==> config.mk <==
export PLATFORM = sky130hd
export DESIGN_NAME = psec6_spi
export DESIGN_NICKNAME = d
export VERILOG_FILES = /design/src/rtl/psec6_spi_pkg.sv /design/src/rtl/psec6_spi_shift.sv /design/src/rtl/psec6_spi.sv
export SDC_FILE = /design/constraint.sdc
export NUM_CORES = 1
export LEC_CHECK = 0
export CELL_PAD_IN_SITES_DETAIL_PLACEMENT = 0
export CELL_PAD_IN_SITES_GLOBAL_PLACEMENT = 1
export CORE_ASPECT_RATIO = 1.25
export CORE_UTILIZATION = 40
export DETAILED_ROUTE_END_ITERATION = 6
export GPL_TIMING_DRIVEN = 0
export PLACE_DENSITY = 0.79
export SKIP_LAST_GASP = 1
export SLEW_MARGIN = 20
export SYNTH_ARGS = -nofsm -noshare
export SYNTH_HDL_FRONTEND = slang
export SYNTH_SLANG_ARGS = --single-unit
==> constraint.sdc <==
create_clock -name spi_clk -period 2.6 [get_ports spi_clk]
set_input_delay 0.65 -clock spi_clk [delete_from_list [all_inputs] [get_ports spi_clk]]
set_output_delay 0.65 -clock spi_clk [all_outputs]
set_load 0.005 [all_outputs]
==> src/rtl/psec6_spi_pkg.sv <==
// PSEC6 slow-control SPI target: shared address map and instruction codes.
// Build option PSEC6_SPI_STATUS_REG_EN maps a read-only status byte at addr 0.
package psec6_spi_pkg;

    localparam int RW_BIT = 7;

    localparam logic [6:0] ADDR_STATUS = 7'd0;
    localparam logic [6:0] ADDR_VCO    = 7'd1;
    localparam logic [6:0] ADDR_MASK   = 7'd2;
    localparam logic [6:0] ADDR_INST   = 7'd3;
    localparam logic [6:0] ADDR_MODE   = 7'd4;
    localparam logic [6:0] ADDR_POL    = 7'd5;
    localparam logic [6:0] ADDR_REFCLK = 7'd6;
    localparam logic [6:0] ADDR_SLOW   = 7'd7;
    localparam logic [6:0] ADDR_DELAY  = 7'd8;
    localparam logic [6:0] ADDR_PLLSW  = 7'd9;
    localparam logic [6:0] ADDR_SELECT = 7'd10;

    localparam logic [7:0] INST_RST     = 8'd1;
    localparam logic [7:0] INST_READOUT = 8'd2;
    localparam logic [7:0] INST_START   = 8'd3;

endpackage

==> src/rtl/psec6_spi_shift.sv <==
// Serial front end: bit counter, input shifter, read-word capture and
// falling-edge POCI driver. cs low or rstn low clears it asynchronously.
module psec6_spi_shift
    import psec6_spi_pkg::*;
#(
    parameter int ADDR_W = 7,
    parameter int DATA_W = 8
) (
    input  logic              spi_clk,
    input  logic              rstn,
    input  logic              cs,
    input  logic              pico,
    input  logic [DATA_W-1:0] rd_data,
    output logic              poci,
    output logic [ADDR_W-1:0] rd_addr,
    output logic              wr_stb,
    output logic [ADDR_W-1:0] wr_addr,
    output logic [DATA_W-1:0] wr_data
);
    localparam int HDR_W = ADDR_W + 1;
    localparam int NBITS = HDR_W + DATA_W;
    localparam int CW    = $clog2(NBITS + 1);
    localparam int IW    = $clog2(DATA_W);

    logic              clr_n;
    logic [CW-1:0]     cnt;
    logic [NBITS-2:0]  sr;
    logic [DATA_W-1:0] tx;
    logic              rd;
    logic [HDR_W-1:0]  hdr_now;
    logic [HDR_W-1:0]  hdr_done;
    logic [IW-1:0]     idx;

    assign clr_n    = rstn & cs;
    // hdr_now is the header as it completes on the 8th edge
    assign hdr_now  = {sr[HDR_W-2:0], pico};
    assign hdr_done = sr[NBITS-2 -: HDR_W];
    assign rd_addr  = hdr_now[ADDR_W-1:0];
    assign wr_addr  = hdr_done[ADDR_W-1:0];
    assign wr_data  = {sr[DATA_W-2:0], pico};
    assign wr_stb   = (cnt == CW'(NBITS - 1)) & hdr_done[RW_BIT];
    assign idx      = IW'(CW'(NBITS - 1) - cnt);

    always_ff @(posedge spi_clk or negedge clr_n) begin
        if (!clr_n) begin
            cnt <= '0;
            sr  <= '0;
            tx  <= '0;
            rd  <= 1'b0;
        end else if (cnt != CW'(NBITS)) begin
            cnt <= cnt + 1'b1;
            sr  <= {sr[NBITS-3:0], pico};
            if (cnt == CW'(HDR_W - 1)) begin
                rd <= ~hdr_now[RW_BIT];
                tx <= rd_data;
            end
        end
    end

    // after the last data bit the counter saturates and poci holds bit 0
    always_ff @(negedge spi_clk or negedge clr_n) begin
        if (!clr_n) begin
            poci <= 1'b0;
        end else if (!rd) begin
            poci <= 1'b0;
        end else if (cnt != CW'(NBITS)) begin
            poci <= tx[idx];
        end
    end

endmodule

==> src/rtl/psec6_spi.sv <==
// PSEC6 SPI target: register file, instruction decode and clk_enable flag.
// Build option PSEC6_SPI_STATUS_REG_EN maps a read-only status byte at addr 0.
module psec6_spi
    import psec6_spi_pkg::*;
#(
    parameter int ADDR_W = 7,
    parameter int DATA_W = 8
) (
    input  logic       spi_clk,
    input  logic       rstn,
    input  logic       pico,
    input  logic       cs,
    input  logic       trigger_in,
    input  logic       pll_locked,
    output logic       poci_spi,
    output logic       clk_enable,
    output logic [5:0] vco_digital_band,
    output logic [4:0] ref_clk_sel,
    output logic       slow_mode,
    output logic       pll_switch,
    output logic [7:0] trigger_channel_mask,
    output logic [1:0] mode,
    output logic [7:0] disc_polarity,
    output logic [5:0] trigger_delay,
    output logic [2:0] select_reg,
    output logic       inst_rst,
    output logic       inst_readout,
    output logic       inst_start
);
    logic [ADDR_W-1:0] rd_addr;
    logic [ADDR_W-1:0] wr_addr;
    logic [DATA_W-1:0] wr_data;
    logic [DATA_W-1:0] rd_data;
    logic              wr_stb;
    logic [7:0]        inst_reg;
    logic              flag;
    logic              flag_clr_n;
    logic              inst_wr;

    psec6_spi_shift #(
        .ADDR_W (ADDR_W),
        .DATA_W (DATA_W)
    ) u_shift (
        .spi_clk (spi_clk),
        .rstn    (rstn),
        .cs      (cs),
        .pico    (pico),
        .rd_data (rd_data),
        .poci    (poci_spi),
        .rd_addr (rd_addr),
        .wr_stb  (wr_stb),
        .wr_addr (wr_addr),
        .wr_data (wr_data)
    );

    assign inst_wr = wr_stb & (wr_addr == ADDR_INST);

    always_ff @(posedge spi_clk or negedge rstn) begin
        if (!rstn) begin
            vco_digital_band     <= '0;
            trigger_channel_mask <= '0;
            inst_reg             <= '0;
            mode                 <= '0;
            disc_polarity        <= '0;
            ref_clk_sel          <= '0;
            slow_mode            <= 1'b0;
            trigger_delay        <= '0;
            pll_switch           <= 1'b0;
            select_reg           <= '0;
            inst_rst             <= 1'b0;
            inst_readout         <= 1'b0;
            inst_start           <= 1'b0;
        end else if (wr_stb) begin
            case (wr_addr)
                ADDR_VCO:    vco_digital_band     <= wr_data[5:0];
                ADDR_MASK:   trigger_channel_mask <= wr_data[7:0];
                ADDR_MODE:   mode                 <= wr_data[1:0];
                ADDR_POL:    disc_polarity        <= wr_data[7:0];
                ADDR_REFCLK: ref_clk_sel          <= wr_data[4:0];
                ADDR_SLOW:   slow_mode            <= wr_data[0];
                ADDR_DELAY:  trigger_delay        <= wr_data[5:0];
                ADDR_PLLSW:  pll_switch           <= wr_data[0];
                ADDR_SELECT: select_reg           <= wr_data[2:0];
                ADDR_INST: begin
                    inst_reg     <= wr_data[7:0];
                    inst_rst     <= (wr_data[7:0] == INST_RST);
                    inst_readout <= (wr_data[7:0] == INST_READOUT);
                    inst_start   <= (wr_data[7:0] == INST_START);
                end
                default: ;
            endcase
        end
    end

    // trigger_in holds the flag cleared, so it also wins over a START write
    assign flag_clr_n = rstn & ~trigger_in;

    always_ff @(posedge spi_clk or negedge flag_clr_n) begin
        if (!flag_clr_n) begin
            flag <= 1'b0;
        end else if (inst_wr) begin
            if (wr_data[7:0] == INST_START) begin
                flag <= 1'b1;
            end else if (wr_data[7:0] == INST_RST) begin
                flag <= 1'b0;
            end
        end
    end

    assign clk_enable = flag & (pll_locked | ~pll_switch);

    always_comb begin
        rd_data = '0;
        case (rd_addr)
`ifdef PSEC6_SPI_STATUS_REG_EN
            ADDR_STATUS: rd_data[1:0] = {pll_locked, clk_enable};
`endif
            ADDR_VCO:    rd_data[5:0] = vco_digital_band;
            ADDR_MASK:   rd_data[7:0] = trigger_channel_mask;
            ADDR_INST:   rd_data[7:0] = inst_reg;
            ADDR_MODE:   rd_data[1:0] = mode;
            ADDR_POL:    rd_data[7:0] = disc_polarity;
            ADDR_REFCLK: rd_data[4:0] = ref_clk_sel;
            ADDR_SLOW:   rd_data[0]   = slow_mode;
            ADDR_DELAY:  rd_data[5:0] = trigger_delay;
            ADDR_PLLSW:  rd_data[0]   = pll_switch;
            ADDR_SELECT: rd_data[2:0] = select_reg;
            default: ;
        endcase
    end

endmodule

Word-level counts from Yosys, hierarchy flattened
Cells that the tools add are included.
- register bits: 82
- input bits: 6
- $add $sub $neg: 2
- $lt $le $gt $ge: 1
- equality and inequality tests: 27
- mux-type cells: 12
- bitwise gates (word level): 9
- reduce and logical (&&, ||, !) cells: 13
- operator list (cell ; count):
    equality test 7 x 3 -> 1 bit, second input constant ; 8
    equality test 7 x 4 -> 1 bit, second input constant ; 6
    equality test 7 x 2 -> 1 bit, second input constant ; 4
    AND reduction 2 bit ; 12
    equality test 8 x 2 -> 1 bit, second input constant ; 2
    equality test 7 x 1 -> 1 bit, second input constant ; 2
    case mux 2 bit (6 select lines) ; 1
    case mux 1 bit (10 select lines) ; 1
    equality test 8 x 1 -> 1 bit, second input constant ; 1
    case mux 1 bit (8 select lines) ; 1
    case mux 1 bit (7 select lines) ; 1
    case mux 2 bit (3 select lines) ; 1
    adder 5 x 1 -> 5 bit, second input constant ; 1
    bitwise AND 1 bit ; 5
    equality test 5 x 3 -> 1 bit, second input constant ; 1
    equality test 5 x 4 -> 1 bit, second input constant ; 1
    2-to-1 mux 1 bit ; 5
    != test 5 bit, second input constant ; 1
    case mux 1 bit (5 select lines) ; 1
    < comparator 3 x 4 -> 1 bit, second input constant ; 1
    binary-select mux 1 bit (select 3 bit) ; 1
    NOT 1 bit ; 3
    subtractor 3 bit, first input constant ; 1
    != test 2 bit, second input constant ; 1
    2 further kinds ; 2

Logic depth before layout (Yosys ltp)
Gate-level depths: netlist of the first run.
- word-level depth: 5
- depth in mapped cells: 8
- depth with buffers taken out: 7

By module
Synthesis of the first run repeated with hierarchy kept, for this count alone.
- cells, all modules: 317
- area total of the unflattened synthesis: 4020.1 um^2
- by module, submodules not included (module ; times used ; cells an instance ; area each (um^2)):
    psec6_spi ; 1 ; 208 ; 2577.5
    psec6_spi_shift ; 1 ; 109 ; 1442.6

==> run_results.csv, run 1 <==
group,metric,value,unit
final_layout,nNetsFinal,396,
routing,avgRoutedWirePerCell,19.3,um
routing,via_per_inst,5.50,
final_layout,fill_cells,836,
global_routing,grt_pass1_wl,16.0,mm
job,max_cap_viol_count,0,
final_layout,drive_above_1_share,0.266,
final_layout,layout_common_cells,"dfrtp_1 (79), mux2_2 (54), clkdlybuf4s50_1 (48)",
logic_synthesis,ys_async_sr_fraction,1.00,
run_status,status,"finished with violations",
timing,finalSetupViolations,2,
cts,numCtsBuffers,9,
final_layout,largest-register,"u_shift.sr",
setup_path,r2r_start,"u_shift.cnt[0]$_DFFE_PN0P_",
cts,htreeDepth,3,
setup_path,critical_path_class,"flip-flop to primary output",
timing,hold_viol,0,
die,coreArea,9560,um2
cts,cts_tree,"built",
timing,slew_violations,0,
logic_synthesis,yosys.area.top_type,"dfrtp_1",
routing,drt_iter0_markers,158,
timing,rsz0062_at_grt,"yes",
logic_synthesis,syn_nets,329,
global_routing,grt.total_usage,0.211,
setup_path,r2r-end,"u_shift.poci$_DFFE_NN0P_",
pwr,p_leak,2.18,nW
die,die_area,10200,um2
logic_synthesis,syn_avg_cell_area,12.2,um2
timing,fin_ws,-198,ps
place,post-dp-hpwl,7.00,mm
run_status,violations,"negative setup slack",
final_layout,final_common_cell,"dfrtp_1",
global_routing,antenna_found_initial,0,
logic_synthesis,synth.distinct_cells,56,
timing,setup-tns-final,-376,ps
timing,skew,10.1,ps
logic_synthesis,yosys-top-cells-area,"dfrtp_1 (52%), mux2_2 (16%), mux2i_1 (3.1%), mux2_4 (1.9%), nand2_1 (1.9%)",
final_layout,area_growth,25.7,%
place,place_area,4590,um2
global_routing,grt_pass1_vias,2965,
die,core.rowCount,40,
setup_path,rrSetupSlack,-180,ps
setup_path,crit_fanout,2,
timing,worst_slew_pin_slew,900,ps
setup_path,critPathRequiredTime,1950,ps
logic_synthesis,syn_inst,320,
routing,num_vias,2844,
setup_path,crit_buf_inv,1,
logic_synthesis,netlist.area_leader.share,0.517,
routing,drtAntennaViolNets,0,
cts,clock_latency,340,ps
place,gp_congestion,0.885,
global_routing,grt_max_degree,54,
die,die_h,113,um
final_layout,diodes,0,
cts,clk_path_buf_depth,2,
setup_path,slowest_stage,"dfrtn_1",
min_path,min_path_type,"primary input to async pin",
logic_synthesis,synth_edf_count,0,
setup_path,reg2regPathDepth,7,
logic_synthesis,synth_flop_cell,"dfrtp_1",
global_routing,gr-total-overflow,0,
setup_path,worstPathCellList,"buf_2",
pwr,vdd_drop_max,0.462,mV
setup_path,critical_path.endpoint_type,"primary output",
die,die_w,90.5,um
timing,max_slew_margin,0.395,
final_layout,largest_register_ffs,15,
logic_synthesis,ys_ff_latch,82,
cts,cts.clk_slew.worst_paths,60,ps
logic_synthesis,ys_seq_area_frac,0.524,
setup_path,critPathMaxStageDelay,400,ps
final_layout,multi_input_area,1740,um2
routing,drt-total-wl,9.97,mm
setup_path,worstSetupStartpointType,"flip-flop",
cts,cts_root_buf,"clkbuf_16",
routing,drcViolationCount,0,
pwr,powerDensity,546,nW/um2
die,io_pins,51,
place,port_buffers,50,
logic_synthesis,syn-cell-area,3920,um2
routing,firstDrtPassIters,4,
final_layout,seqCellArea,2050,um2
setup_path,worst_path_dominant_cell_family,"flip-flops",
cts,cts_sinks,82,
die,initial_core_util,0.410,
final_layout,design_area,4920,um2
logic_synthesis,yosysWarnings,0,
setup_path,cp.arrival,2150,ps
-- where the power goes --
group	switching, mW	total, mW	internal [mW]
Sequential	0.0198	1.31	1.29
Clock	0.482	1.24	0.762
Combinational	0.0849	0.132	0.0473
-- worst max-delay path by stage --
stage / startpoint / endpoint / slack (ps) / depth (start not counted)
floorplan: u_shift.cnt[0]$_DFFE_PN0P_ / u_shift.poci$_DFFE_NN0P_ / -170 / 7
global placement: rstn / u_shift.poci$_DFFE_NN0P_ / -2460 / 2
detailed placement: rstn / u_shift.poci$_DFFE_NN0P_ / -660 / 2
CTS: u_shift.poci$_DFFE_NN0P_ / poci_spi / -210 / 1
global route: u_shift.cnt[0]$_DFFE_PN0P_ / u_shift.poci$_DFFE_NN0P_ / -250 / 7
finish: u_shift.poci$_DFFE_NN0P_ / poci_spi / -200 / 1
-- logic make-up (layout without fill, tap and decap cells) --
group                    Yosys count  in the layout  share of synthesized area
AO/OA/AOI/OAI                     47             47                     0.0821
XOR/XNOR                           3              3                    0.00671
adder cells (fa/ha/maj)            3              3                    0.00958
buffers and inverters             29            100                     0.0319
flip-flops                        82             82                      0.524
multiplexers                      73             73                      0.217
AND/OR/NAND/NOR                   83             83                      0.129
-- per-stage QoR --
stage / hold slack (ps) / power (mW) / cells / util / setup slack [ps]
after floorplan: 354 / 1.40 / 320 / - / -170
after global placement: 461 / 1.47 / 496 / 0.480 / -2460
after detailed placement: 470 / 1.47 / 496 / 0.480 / -656
after CTS: 370 / 2.71 / 516 / 0.514 / -209
after global routing: 277 / 2.78 / 517 / 0.515 / -248
final: 244 / 2.69 / 517 / 0.515 / -198
-- Yosys cell counts, types with 3 or more instances --
| master | count |
|---|---|
| xnor2_1 | 3 |
| nand3b_1 | 4 |
| o2bb2ai_1 | 3 |
| mux2i_1 | 12 |
| nand3_1 | 5 |
| mux2_2 | 54 |
| o31ai_1 | 3 |
| buf_2 | 6 |
| or4bb_1 | 3 |
| nor2b_1 | 3 |
| o21ai_0 | 14 |
| a2bb2oi_1 | 3 |
| a21oi_1 | 5 |
| ha_1 | 3 |
| nand2_1 | 20 |
| mux2_4 | 5 |
| nand4_1 | 5 |
| dfrtp_1 | 81 |
| nor3_1 | 11 |
| nor2_1 | 9 |
| a31oi_1 | 3 |
| inv_1 | 8 |
| or3_1 | 4 |
| clkbuf_1 | 13 |
-- layer usage --
metal,GRT usage,wire [um],up-vias
li1,-,-,1309
met3,0.0352,504,17
met2,0.363,5050,76
met4,0.111,280,0
met5,0,0,-
met1,0.254,4140,1442
-- what timing repair did --
action | 4_1_cts | 5_1_grt
setup buffers | 5 | 1
hold endpoints to repair | 0 | 0
hold buffers | 0 | 0
pin swaps | 1 | 0
setup endpoints to repair | 4 | 4
resized for setup | 7 | 3
-- area by class of cell --
cell class                      instances  area share
Sequential cell                        82       0.417
Tap cell                              126      0.0320
Timing Repair Buffer                   56       0.110
Clock buffer                           12      0.0501
Buffer                                 21      0.0224
Multi-Input combinational cell        209       0.354
Clock inverter                          3     0.00813
Inverter                                8     0.00610
Power figures use the tool's default switching activity.
==> run 2: changes to the inputs <==
--- a/config.mk
+++ b/config.mk
@@ -5,13 +5,14 @@
 export SDC_FILE = /design/constraint.sdc
 export NUM_CORES = 1
 export LEC_CHECK = 0
+export ABC_CLOCK_PERIOD_IN_PS = 3100
 export CELL_PAD_IN_SITES_DETAIL_PLACEMENT = 0
 export CELL_PAD_IN_SITES_GLOBAL_PLACEMENT = 1
 export CORE_ASPECT_RATIO = 1.25
 export CORE_UTILIZATION = 40
 export DETAILED_ROUTE_END_ITERATION = 6
 export GPL_TIMING_DRIVEN = 0
-export PLACE_DENSITY = 0.79
+export PLACE_DENSITY = 0.76
 export SKIP_LAST_GASP = 1
 export SLEW_MARGIN = 20
 export SYNTH_ARGS = -nofsm -noshare
==> constraint.sdc (replaced) <==
create_clock -name spi_clk -period 3.1 [get_ports spi_clk]
set_input_delay 0.775 -clock spi_clk [delete_from_list [all_inputs] [get_ports spi_clk]]
set_output_delay 0.775 -clock spi_clk [all_outputs]
set_load 0.005 [all_outputs]
==> run_results.csv, run 2 (synthesized netlist as in run 1, its figures left out) <==
group,metric,value,unit
setup_path,worst_path_dominant_cell_family,"flip-flops",
timing,rsz0062_at_grt,"yes",
routing,drcViolationCount,0,
cts,hold_buffers,0,
setup_path,cp.arrival,2400,ps
place,post-place-ws,-540,ps
min_path,min_path_type,"primary input to async pin",
routing,drt_iter0_markers,168,
run_status,status,"finished with violations",
pwr,vdd_drop_max,0.343,mV
setup_path,worstPathCellList,"buf_2",
timing,hold_viol,0,
routing,drtAntennaViolNets,0,
timing,fin_ws,-72.0,ps
cts,clock_latency,340,ps
pwr,p_leak,2.19,nW
setup_path,worstSetupStartpointType,"flip-flop",
final_layout,final_common_cell,"dfrtp_1",
setup_path,slowest_stage,"dfrtn_1",
routing,via_per_inst,5.58,
cts,htreeDepth,3,
final_layout,area_growth,26.9,%
cts,numCtsBuffers,9,
place,post-dp-hpwl,7.15,mm
routing,firstDrtPassIters,4,
cts,cts_tree,"built",
die,die_area,10200,um2
global_routing,gr-total-overflow,0,
final_layout,layout_common_cells,"dfrtp_1 (79), mux2_2 (54), clkdlybuf4s50_1 (48)",
die,coreArea,9560,um2
setup_path,r2r-end,"u_shift.poci$_DFFE_NN0P_",
setup_path,critPathRequiredTime,2320,ps
die,initial_core_util,0.410,
pwr,powerDensity,495,nW/um2
global_routing,grt_pass1_wl,16.1,mm
cts,cts.clk_slew.worst_paths,60,ps
final_layout,drive_above_1_share,0.267,
run_status,violations,"negative setup slack",
job,max_cap_viol_count,0,
die,die_h,113,um
final_layout,diodes,0,
timing,skew,5.67,ps
setup_path,r2r_start,"u_shift.cnt[0]$_DFFE_PN0P_",
setup_path,crit_buf_inv,1,
timing,max_slew_margin,0.394,
global_routing,antenna_found_initial,0,
cts,cts_root_buf,"clkbuf_16",
global_routing,grt_max_degree,54,
setup_path,critPathMaxStageDelay,400,ps
place,port_buffers,50,
setup_path,critical_path.endpoint_type,"primary output",
timing,slew_violations,0,
final_layout,fin_cells,516,
final_layout,nNetsFinal,394,
die,die_w,90.5,um
routing,avgRoutedWirePerCell,19.6,um
setup_path,rrSetupSlack,50,ps
die,core.rowCount,40,
routing,drt-total-wl,10.1,mm
final_layout,largest-register,"u_shift.sr",
timing,worst_slew_pin_slew,902,ps
setup_path,reg2regPathDepth,4,
setup_path,crit_fanout,2,
place,gp_congestion,0.879,
die,io_pins,51,
routing,num_vias,2879,
global_routing,grt.total_usage,0.210,
final_layout,largest_register_ffs,15,
cts,clk_path_buf_depth,2,
setup_path,critical_path_class,"flip-flop to primary output",
timing,finalSetupViolations,1,
cts,cts_sinks,82,
global_routing,grt_pass1_vias,2930,
place,dp_cells,496,
## run 2: layer usage
layer,GRT usage,vias up,wire (um)
met5,0,-,0
met4,0.0968,0,312
met3,0.0379,20,435
met2,0.347,84,5060
met1,0.267,1471,4320
li1,-,1304,-
## run 2: worst max-delay path by stage
| stage | end | startpoint | slack [ps] | depth (start not counted) |
|---|---|---|---|---|
| 2_1_floorplan | u_shift.poci$_DFFE_NN0P_ | cs | 20 | 1 |
| 3_3_place_gp | u_shift.poci$_DFFE_NN0P_ | rstn | -2850 | 2 |
| 3_5_place_dp | u_shift.poci$_DFFE_NN0P_ | rstn | -540 | 2 |
| 4_1_cts | poci_spi | u_shift.poci$_DFFE_NN0P_ | -80 | 1 |
| 5_1_grt | poci_spi | u_shift.poci$_DFFE_NN0P_ | -120 | 1 |
| 6_report | poci_spi | u_shift.poci$_DFFE_NN0P_ | -70 | 1 |
## run 2: area by class of cell
cell class / count / area (um2)
Buffer: 21 / 109
Clock buffer: 10 / 239
Clock inverter: 6 / 114
Fill cell: 862 / 4590
Inverter: 8 / 30.0
Multi-Input combinational cell: 209 / 1740
Sequential cell: 82 / 2050
Tap cell: 126 / 158
Timing Repair Buffer: 54 / 523
## run 2: metrics by stage
stage	instance area [um2]	utilization	hold slack (ps)	power, mW	TNS, ps
2_1_floorplan	3930	-	442	1.18	0
3_3_place_gp	4590	0.480	458	1.23	-61680
3_5_place_dp	4590	0.480	471	1.23	-801
4_1_cts	4960	0.519	485	2.49	-81.7
5_1_grt	4970	0.520	514	2.54	-157
6_report	4970	0.520	470	2.46	-72.0
## run 2: power breakdown
group          leakage [nW]  internal [mW]  switching, mW
registers              1.07           1.08         0.0165
logic                 0.952         0.0390         0.0713
clock network         0.165          0.810          0.437
## run 2: timing repair
action	in CTS	in global routing
gates cloned	0	0
resized for setup	6	3
endpoints found under the setup margin	3	2
setup buffers	3	1
pin swaps	0	0
